[src/rtl/dac_pkg.sv]
// Shared types and constants for the DAC sample scheduler.
// Frame layout: control nibble followed by the sample, MSB first.
package dac_pkg;

  typedef enum logic [2:0] {
    IDLE,
    WAIT_TICK,
    FETCH1,
    CAP1,
    CAP2,
    LAUNCH,
    WAIT_SPI
  } state_t;

  localparam int DAC_DATA_W = 12;
  localparam int FRAME_W = 16;
  localparam logic [3:0] FRAME_CTRL = 4'b0000;

  function automatic logic [FRAME_W-1:0] make_frame(
    input logic [DAC_DATA_W-1:0] s
  );
    return {FRAME_CTRL, s};
  endfunction

endpackage

[src/rtl/dac_sample_scheduler_tick.sv]
// Sample-period counter for the DAC scheduler.
// Emits a registered one-cycle tick every SAMPLE_DIV cycles while enabled.
module sample_tick_gen #(
  parameter int SAMPLE_DIV = 2500
) (
  input  logic clk,
  input  logic rst,
  input  logic enable,
  output logic tick
);

  localparam int CNT_W = $clog2(SAMPLE_DIV);
  localparam logic [CNT_W-1:0] LAST = CNT_W'(SAMPLE_DIV - 1);

  logic [CNT_W-1:0] cnt;

  // Count while enabled; tick registered so the first one lands
  // SAMPLE_DIV cycles after enable is first seen high.
  always_ff @(posedge clk) begin
    if (rst || !enable) begin
      cnt  <= '0;
      tick <= 1'b0;
    end else if (cnt == LAST) begin
      cnt  <= '0;
      tick <= 1'b1;
    end else begin
      cnt  <= cnt + 1'b1;
      tick <= 1'b0;
    end
  end

endmodule

[src/rtl/dac_sample_scheduler.sv]
// Dual-channel DAC sample scheduler: phase accumulators, LUT fetch
// sequencing and SPI frame launch with overrun detection.
module dac_sample_scheduler
  import dac_pkg::*;
#(
  parameter int SAMPLE_DIV = 2500,
  parameter int ACC_W      = 16,
  parameter int LUT_AW     = 8,
  parameter int DATA_W     = 12
) (
  input  logic              clk,
  input  logic              rst,
  input  logic              enable,
  input  logic              sel_wave,
  input  logic [ACC_W-1:0]  phase_inc1,
  input  logic [ACC_W-1:0]  phase_inc2,
  output logic [LUT_AW:0]   lut_addr,
  input  logic [DATA_W-1:0] lut_data,
  output logic              spi_start,
  output logic [15:0]       spi_word1,
  output logic [15:0]       spi_word2,
  input  logic              spi_busy,
  output logic              ready,
  output logic              overrun
);

  state_t state, state_nx;

  logic              tick;
  logic              fire;
  logic              spi_first;
  logic              bank;
  logic [ACC_W-1:0]  acc1, acc2;
  logic [DATA_W-1:0] sample1, sample2;
  logic [15:0]       word1_q, word2_q;

  sample_tick_gen #(
    .SAMPLE_DIV(SAMPLE_DIV)
  ) u_tick (
    .clk    (clk),
    .rst    (rst),
    .enable (enable),
    .tick   (tick)
  );

  // Frame launches in the LAUNCH cycle itself so the words
  // change exactly when spi_start is seen.
  assign fire      = (state == LAUNCH) && !spi_busy;
  assign spi_start = fire;
  assign ready     = (state == WAIT_TICK);
  assign spi_word1 = fire ? make_frame(sample1) : word1_q;
  assign spi_word2 = fire ? make_frame(sample2) : word2_q;

  // Next-state logic; mid-frame states ignore enable.
  always_comb begin
    state_nx = state;
    unique case (state)
      IDLE: begin
        if (enable) state_nx = WAIT_TICK;
      end
      WAIT_TICK: begin
        if (!enable)   state_nx = IDLE;
        else if (tick) state_nx = FETCH1;
      end
      FETCH1: state_nx = CAP1;
      CAP1:   state_nx = CAP2;
      CAP2:   state_nx = LAUNCH;
      LAUNCH: begin
        if (!spi_busy) state_nx = WAIT_SPI;
      end
      WAIT_SPI: begin
        if (!spi_first && !spi_busy)
          state_nx = enable ? WAIT_TICK : IDLE;
      end
      default: state_nx = IDLE;
    endcase
  end

  // State register plus first-cycle flag for WAIT_SPI.
  always_ff @(posedge clk) begin
    if (rst) begin
      state     <= IDLE;
      spi_first <= 1'b0;
    end else begin
      state     <= state_nx;
      spi_first <= fire;
    end
  end

  // LUT addressing, accumulators, sample capture and held frames.
  always_ff @(posedge clk) begin
    if (rst) begin
      acc1     <= '0;
      acc2     <= '0;
      sample1  <= '0;
      sample2  <= '0;
      bank     <= 1'b0;
      lut_addr <= '0;
      word1_q  <= '0;
      word2_q  <= '0;
    end else begin
      if (state == WAIT_TICK && enable && tick) begin
        bank     <= sel_wave;
        lut_addr <= {sel_wave, acc1[ACC_W-1 -: LUT_AW]};
      end
      if (state == FETCH1) begin
        lut_addr <= {bank, acc2[ACC_W-1 -: LUT_AW]};
        acc1     <= acc1 + phase_inc1;
        acc2     <= acc2 + phase_inc2;
      end
      if (state == CAP1) sample1 <= lut_data;
      if (state == CAP2) sample2 <= lut_data;
      if (fire) begin
        word1_q <= make_frame(sample1);
        word2_q <= make_frame(sample2);
      end
    end
  end

  // Sticky overrun: a tick outside WAIT_TICK is dropped.
  always_ff @(posedge clk) begin
    if (rst || !enable)
      overrun <= 1'b0;
    else if (tick && state != WAIT_TICK)
      overrun <= 1'b1;
  end

endmodule

[config.mk]
export PLATFORM = sky130hd
export DESIGN_NAME = dac_sample_scheduler
export DESIGN_NICKNAME = d
export VERILOG_FILES = /design/src/rtl/dac_pkg.sv /design/src/rtl/dac_sample_scheduler_tick.sv /design/src/rtl/dac_sample_scheduler.sv
export SDC_FILE = /design/constraint.sdc
export NUM_CORES = 1
export LEC_CHECK = 0
export ABC_AREA = 1
export ABC_CLOCK_PERIOD_IN_PS = 2200
export CAP_MARGIN = 20
export CORE_UTILIZATION = 40
export DETAILED_ROUTE_END_ITERATION = 6
export GPL_TIMING_DRIVEN = 0
export HOLD_SLACK_MARGIN = 0.02
export PLACE_DENSITY = 0.73
export SETUP_SLACK_MARGIN = 0.1
export SLEW_MARGIN = 15
export SYNTH_ARGS = -nofsm -noshare
export SYNTH_HDL_FRONTEND = slang
export SYNTH_SLANG_ARGS = --single-unit
[constraint.sdc]
create_clock -name clk -period 2.2 [get_ports clk]
set_input_delay 0.44 -clock clk [delete_from_list [all_inputs] [get_ports clk]]
set_output_delay 0.44 -clock clk [all_outputs]
set_load 0.05 [all_outputs]
==> impl_metrics.tcl, run 1 <==
set metrics [dict create \
    status "complete, but fails checks" \
    violations "negative setup slack" \
    arrival_ns 1.86 \
    ys_seq_area_share_pct 37.6 \
    overflow 0 \
    vdd_ir_drop_max_mv 0.569 \
    drive_gt1_share_pct 18.2 \
    antenna_found_initial 1 \
    clkLatencyLatePin_ns 0.42 \
    avgSynthCellArea_um2 6.89 \
    mostFrequentLayoutCell "nand2_1" \
    worst_pin_slew_ns 0.636 \
    path_max_fanout 5 \
    drv_cap 0 \
    synth_nets 978 \
    skew_ns 0.00764 \
    cts_made_buffers 17 \
    layout_setup_ws_ns -0.101 \
    post-place-ws_ns -0.687 \
    cts_tree "yes" \
    ys_seq_elements 116 \
    yosys_warnings 0 \
    vias 6090 \
    report.final.slew_viol_count 0 \
    rrSetupSlack_ns 0.34 \
    chipWidth_um 126 \
    root_buffer "clkbuf_16" \
    ant_nets 0 \
    synthCells 896 \
    whs_endpoint "word2_q[15]$_SDFF_PP0_" \
    cp-end-kind "output port" \
    tns_ns -1.45 \
    worstPathRequired_ns 1.76 \
    drt-wirelength-per-cell_um 13.6 \
    start_kind "register" \
    crit_type "register to output port" \
    initial_core_util_pct 40.8 \
    gp_congestion 0.855 \
    grt_start_max_net_pins 17 \
    hpwl_um 11600 \
    max_slew_margin_pct 57.6 \
    final-hold-violation-count 0 \
    boundaryPins 93 \
    grt_pass1_wl_um 27100 \
    r2r-start "state[2]$_SDFFE_PP0P_" \
    r2r-end "sample1[10]$_SDFFE_PP0N_" \
    fin_area_um2 8570 \
    drt_wl_total_um 16800 \
    powerDensity_nw_per_um2 672 \
    drt_iter0_markers 445 \
    p_total_mw 5.76 \
    die-area_um2 15900 \
    layout.nets 1117 \
    finalCriticalPeriod_ns 2.30 \
    synth_cell_type_count 35 \
    hold_depth 2 \
    ff2ff_path_depth 7 \
    portBuffers 91 \
    grt_pass1_vias 5761 \
    final_cell_mix "nand2_1 (178), nor2_1 (128), dfxtp_1 (114)" \
    grt_usage_pct 21.5 \
    dr.pass1.iters 5 \
    drc 0 \
    core_area_um2 15100 \
    fmax_ghz 0.435 \
    clock-sinks 116 \
    setup_viol 30 \
    rows 45 \
    fin_crit_sh_pct 105 \
    clk_path_buf_depth 2 \
    postPlaceCellArea_um2 7320 \
    area.growth.synth_to_final_pct 38.7 \
    cts-htree-levels 4 \
    leakage_nw 4.14 \
    netlist_area_um2 6180 \
    die_h_um 126 \
    hold_path_class "input pin to register" \
    hold_start "rst" \
    path_clk_slew_ns 0.05 \
    grt_setup_unrepaired "true" \
    fin_util_pct 56.6 \
    vias_per_cell 4.92 \
]
[timing repair]
item / 4_1_cts / 5_1_grt
pin swaps: 4 / 8
gates resized for setup: 320 / 38
setup buffers: 16 / 10
gates cloned: 2 / 1
setup endpoints to repair: 34 / 37
hold buffers: 0 / 0
[cell type report]
cell class / count / area (um^2)
Antenna cell: 1 / 2.50
Clock inverter: 9 / 130
Inverter: 131 / 500
Clock buffer: 23 / 448
Fill cell: 1344 / 6580
Multi-Input combinational cell: 619 / 3410
Sequential cell: 116 / 2330
Tap cell: 188 / 235
Timing Repair Buffer: 120 / 1290
Buffer: 30 / 223
[worst max-delay path, cell delays in order (launching register included)]
cell and delay, ns:
dfxtp_4 0.36, nor2_4 0.14, nand2_4 0.07, nor2_4 0.18, buf_12 0.15, buf_8 0.10
or2_1 0.13, o21ai_2 0.08, inv_1 0.07, buf_6 0.15
[metrics by stage]
step,instances,hold slack [ns]
final,1237,0.381
after detailed placement,1175,0.438
after CTS,1225,0.386
after global placement,1175,0.432
after floorplan,896,0.418
after global routing,1237,0.389
[flip-flops by register name (all words and copies together), names as in the netlist]
signal,count
acc1,16
acc2,16
word1_q,16
word2_q,16
sample1,12
sample2,12
u_tick.cnt,12
lut_addr,9
state,3
bank,1
overrun,1
spi_first,1
u_tick.tick,1
[synth_stat cells]
master	instances	area [um^2]
a21oi_1	39	195
a31oi_1	8	50.1
and2_1	3	18.8
buf_1	1	3.75
buf_2	9	45.0
buf_4	7	52.6
buf_6	1	11.3
clkbuf_1	12	45.0
clkinv_2	1	5.00
dfxtp_1	116	2320
fa_1	2	40.0
ha_1	31	388
inv_1	126	473
inv_2	4	15.0
nand2_1	178	668
nand2_2	1	6.26
nand3_1	53	265
nand3b_1	4	30.0
nand4_1	6	37.5
nor2_1	131	492
nor2_2	2	12.5
nor2_4	1	11.3
nor3_1	18	90.1
nor3_2	1	10.0
nor3b_1	1	7.51
o211ai_1	2	15.0
o21a_1	6	45.0
o21ai_0	55	275
o21ai_1	10	50.1
o21ai_2	9	78.8
o21bai_1	12	90.1
or2_1	2	12.5
or2_2	28	175
xnor2_1	4	35.0
xor2_1	12	105
[logic make-up after synthesis]
logic type | after synthesis | synth area share (%)
buffers and inverters | 161 | 10.5
AO/OA/AOI/OAI | 141 | 12.9
flip-flops | 116 | 37.6
AND/OR/NAND/NOR | 429 | 29.7
XOR/XNOR | 16 | 2.27
adder cells (fa/ha/maj) | 33 | 6.93
[report_power, final]
group	switching [mW]	leakage [nW]	total, mW	internal, mW
registers	0.0487	0.937	2.21	2.16
clock network	0.970	0.279	2.74	1.77
logic	0.466	2.92	0.802	0.337
total	1.48	4.14	5.76	4.28
[routing by layer]
layer  track usage, %  up-vias  share of wire, %
li1                 -     3128                 -
met2             35.0      170                47
met5                0        -                 0
met1             27.5     2753                46
met3             5.23       39               4.9
met4             8.15        0               2.3
[how the worst max path moves through the flow]
stage	startpoint	to	slack (ns)	depth (start not counted)
after floorplan	state[1]$_SDFFE_PP0P_	spi_word1[12]	0.09	6
after global placement	spi_busy	spi_word1[0]	-0.65	7
after detailed placement	spi_busy	spi_word2[10]	-0.69	7
after CTS	state[0]$_SDFFE_PP0P_	spi_word2[4]	-0.07	10
after global routing	state[1]$_SDFFE_PP0P_	spi_word2[2]	-0.20	9
final	state[1]$_SDFFE_PP0P_	spi_word2[2]	-0.10	9
No activity file was read; power rests on OpenSTA's default activity.
==> inputs of run 2 (changes only) <==
--- a/config.mk
+++ b/config.mk
@@ -10,9 +10,10 @@
 export CAP_MARGIN = 20
 export CORE_UTILIZATION = 40
 export DETAILED_ROUTE_END_ITERATION = 6
+export DONT_BUFFER_PORTS = 1
 export GPL_TIMING_DRIVEN = 0
 export HOLD_SLACK_MARGIN = 0.02
-export PLACE_DENSITY = 0.73
+export PLACE_DENSITY = 0.65
 export SETUP_SLACK_MARGIN = 0.1
 export SLEW_MARGIN = 15
 export SYNTH_ARGS = -nofsm -noshare
==> impl_metrics.tcl, run 2 (synthesis gave the netlist of run 1 again) <==
set metrics [dict create \
    status "complete, but fails checks" \
    violations "negative setup slack" \
    chipWidth_um 126 \
    gp_congestion 0.857 \
    dr.pass1.iters 5 \
    final-hold-violation-count 0 \
    report.final.slew_viol_count 0 \
    grt_pass1_wl_um 25300 \
    cp-end-kind "output port" \
    path_clk_slew_ns 0.05 \
    layout_setup_ws_ns -0.115 \
    n_antenna_cell 0 \
    hold_depth 2 \
    fmax_ghz 0.432 \
    fin_cells 1125 \
    r2r-start "acc2[0]$_SDFFE_PP0P_" \
    antenna_found_initial 0 \
    rrSetupSlack_ns 0.40 \
    fin_util_pct 49.3 \
    arrival_ns 1.87 \
    mostFrequentLayoutCell "nand2_1" \
    hold_path_class "input pin to register" \
    cts-htree-levels 4 \
    fin_hold_ws_ns 0.148 \
    initial_core_util_pct 40.8 \
    drt_wl_total_um 15500 \
    root_buffer "clkbuf_16" \
    seq_area_um2 2330 \
    grt_pass1_vias 5165 \
    final_cell_mix "nand2_1 (178), nor2_1 (123), dfxtp_1 (114)" \
    setup_viol 15 \
    rows 45 \
    multi_input_area_um2 3390 \
    vdd_ir_drop_max_mv 0.547 \
    powerDensity_nw_per_um2 800 \
    r2r-end "acc2[8]$_SDFFE_PP0P_" \
    portBuffers 0 \
    crit_type "register to output port" \
    worst_pin_slew_ns 0.599 \
    cts_made_buffers 17 \
    cts_tree "yes" \
    die_h_um 126 \
    dp_cells 1084 \
    cp-startpoint "state[0]$_SDFFE_PP0P_" \
    drive_gt1_share_pct 15.6 \
    fillers 1477 \
    drv_cap 0 \
    drt-wirelength-per-cell_um 13.7 \
    path_max_fanout 5 \
    boundaryPins 93 \
    tns_ns -1.13 \
    hpwl_um 11200 \
    core_area_um2 15100 \
    whs_endpoint "sample1[0]$_SDFFE_PP0N_" \
    drt_iter0_markers 311 \
    die-area_um2 15900 \
    hold_start "lut_data[0]" \
    grt_start_max_net_pins 17 \
    drc 0 \
    vias_per_cell 4.91 \
    worstPathRequired_ns 1.76 \
    finalCriticalPeriod_ns 2.31 \
    clock-sinks 116 \
    leakage_nw 3.54 \
    overflow 0 \
    clk_path_buf_depth 2 \
    start_kind "register" \
    ff2ff_path_depth 10 \
    skew_ns 0.0128 \
    vias 5522 \
    p_total_mw 5.97 \
    fin_crit_sh_pct 105 \
    max_slew_margin_pct 60.1 \
    clkLatencyLatePin_ns 0.42 \
    grt_setup_unrepaired "true" \
    ant_nets 0 \
    layout.nets 1006 \
    grt_usage_pct 20.2 \
    area.growth.synth_to_final_pct 20.8 \
]
-- run 2: timing repair --
action / CTS / global route
resized for setup: 91 / 4
buffers inserted: 7 / 1
pin swaps: 4 / 2
hold buffers: 0 / 0
gates cloned: 1 / 0
setup endpoints to repair: 33 / 33
-- run 2: power by group --
| group | internal [mW] | total, mW | switching [mW] |
|---|---|---|---|
| registers | 2.16 | 2.21 | 0.0498 |
| clock network | 2.07 | 3.10 | 1.02 |
| logic | 0.235 | 0.656 | 0.422 |
-- run 2: area by class of cell --
cell class / count / area share (%)
multi-input cells: 619 / 45.5
flip-flops and latches: 116 / 31.2
inverters: 131 / 7.46
clock buffers: 21 / 6.17
well taps: 188 / 3.15
plain buffers: 30 / 2.70
clock inverters: 11 / 2.67
repair buffers: 9 / 1.17
-- run 2: layer usage --
layer  up-vias  global-route usage [%]  wire length [um]
met3        24                    6.33               919
met4         0                    9.00               312
li1       2897                       -                 -
met5         -                       0                 0
met2       122                    31.8              6950
met1      2479                    25.3              7270
-- run 2: worst max path at each step --
stage	endpoint	slack (ns)
2_1_floorplan	spi_word1[12]	0.09
3_3_place_gp	spi_word1[14]	-0.04
3_5_place_dp	spi_word1[15]	-0.04
4_1_cts	spi_word1[3]	-0.15
5_1_grt	spi_word1[3]	-0.23
6_report	spi_word1[4]	-0.11
-- run 2: stage by stage --
stage	area, um^2	setup WS (ns)
after CTS	7440	-0.148
after global routing	7460	-0.232
after global placement	6410	-0.0426
final	7460	-0.115
after detailed placement	6410	-0.0355
after floorplan	6180	0.0920
-- run 2: worst max-delay path, cell delays in order (launching register included) --
cell and delay [ns]:
dfxtp_2 0.35, inv_4 0.04, nor2_4 0.12, nand2_4 0.07, nor2_4 0.15, inv_4 0.10
buf_16 0.16, o21ai_4 0.18, clkinvlp_4 0.28
==> patch (settings of run 1) <==
Reset style: asynchronous (`rst`), changed in 2 clocked blocks.
--- a/src/rtl/dac_sample_scheduler.sv
+++ b/src/rtl/dac_sample_scheduler.sv
@@ -77,7 +77,7 @@
   end
 
   // State register plus first-cycle flag for WAIT_SPI.
-  always_ff @(posedge clk) begin
+  always_ff @(posedge clk or posedge rst) begin
     if (rst) begin
       state     <= IDLE;
       spi_first <= 1'b0;
@@ -88,7 +88,7 @@
   end
 
   // LUT addressing, accumulators, sample capture and held frames.
-  always_ff @(posedge clk) begin
+  always_ff @(posedge clk or posedge rst) begin
     if (rst) begin
       acc1     <= '0;
       acc2     <= '0;
Formal check against the unedited RTL: differs if rst is asserted again (counterexample within 4 cycles, from zero or initial values and one cycle with rst high); with rst held inactive, the same outputs for 10 cycles.
==> patch against run 1 <==
The run still ends with setup timing left. Synthesized area grew 1.8%. Cell area decreased by 0.83%. Sequential cell count unchanged. Count of clock-buffer cells in the layout up 3. Wire length shrank 9.3%. Setup slack got worse by 0.0046 ns. Synthesized cell count fell by 6.6%. Critical path type unchanged.
Power is not compared: it rests on default switching activity, and its combinational part moved more than twofold at a synthesized area within 25%.
==> patch: results (changes against run 1) <==
Synth
  – Synthesized instance count: 837 (-6.6%)
  – Most frequent cells after synthesis: nand2_1 (329), inv_1 (113), dfrtp_1 (102), nand3_1 (53), nor2_1 (46)
  – Cell variety after synth: 30 (-14%)
  – Area contributors post-synth: dfrtp_1 (41%), nand2_1 (20%), inv_1 (6.7%)
  – Sequential area share after synthesis: 0.451 (+0.0747)

STA
  – Final WS setup: -0.105 ns (-0.00461 ns)
  – Clock skew: 0.0117 ns (+0.00405 ns)
  – Endpoints failing setup: 28 (-6.7%)
  – Setup_tns: -1.47 ns (-0.0198 ns)

Placed design
  – Worst slack at placement: -0.738 ns (-0.0515 ns)
  – Gpl congestion: 0.849 (-0.76%)
  – Port Buffers: 92 (+1.1%)

Worst setup path
  – R2R cell count: 10 (+3)
  – Crit Reg-Reg Endpoint: acc1[8]
  – Largest delay share family, worst path: buffers and inverters
  – Reg2reg start: acc1[0]
  – Slowest CP cell: dfrtp_2

Drt
  – Final WL: 15300 microns (-9.3%)

GRT
  – Pin count of the biggest net entering global routing: 31 (+14)
  – First-pass GRT wire length: 25500 microns (-5.8%)

Min path
  – Hold crit path type: reg2reg

Finish
  – Plain + repair buffers: 120 (-20%)
  – Seq_cells: 116 (unchanged)
  – #MultiIn Comb: 586 (-5.3%)
  – Buffering overhead: 0.146 (-0.0299)
  – Layout cell share with drive strength beyond 1: 0.154 (-0.0281)
  – Layout fillers: 1343 (-0.074%)
  – Multi-input logic area: 3120 sq um (-8.6%)

Status
  – Failing checks: setup timing
  – Status: finished with violations
-- patch: worst reg2reg max path, stage by stage, from the launching register on --
cell and delay, ns:
dfrtp_1 0.38, ha_1 0.20, fa_1 0.39, nand2_1 0.10
nand2_1 0.07, and2_1 0.17, nand2_1 0.06, nand3_1 0.09
nand2_1 0.08, nand2_1 0.05, o21ai_0 0.17
-- patch: logic make-up (layout without fill, tap and decap cells) --
family	after synthesis	in the layout
simple gates	467	467
flops	116	116
buf+inv	135	271
fa+ha+maj	33	33
xor+xnor	12	12
compound gates	64	64
mux	10	10
-- patch: repair_timing --
item / CTS / global route
hold endpoints to repair: 0 / 0
setup buffers: 6 / 1
endpoints found under the setup margin: 34 / 34
gates cloned: 1 / 1
gates resized for setup: 265 / 24
pin swaps: 2 / 4
-- patch: per-layer routing --
metal	global-route usage	up-vias	share of wire
met5	0	-	0
met2	0.317	107	0.47
li1	-	2863	-
met1	0.276	2581	0.48
met4	0.0497	0	0.010
met3	0.0440	13	0.043
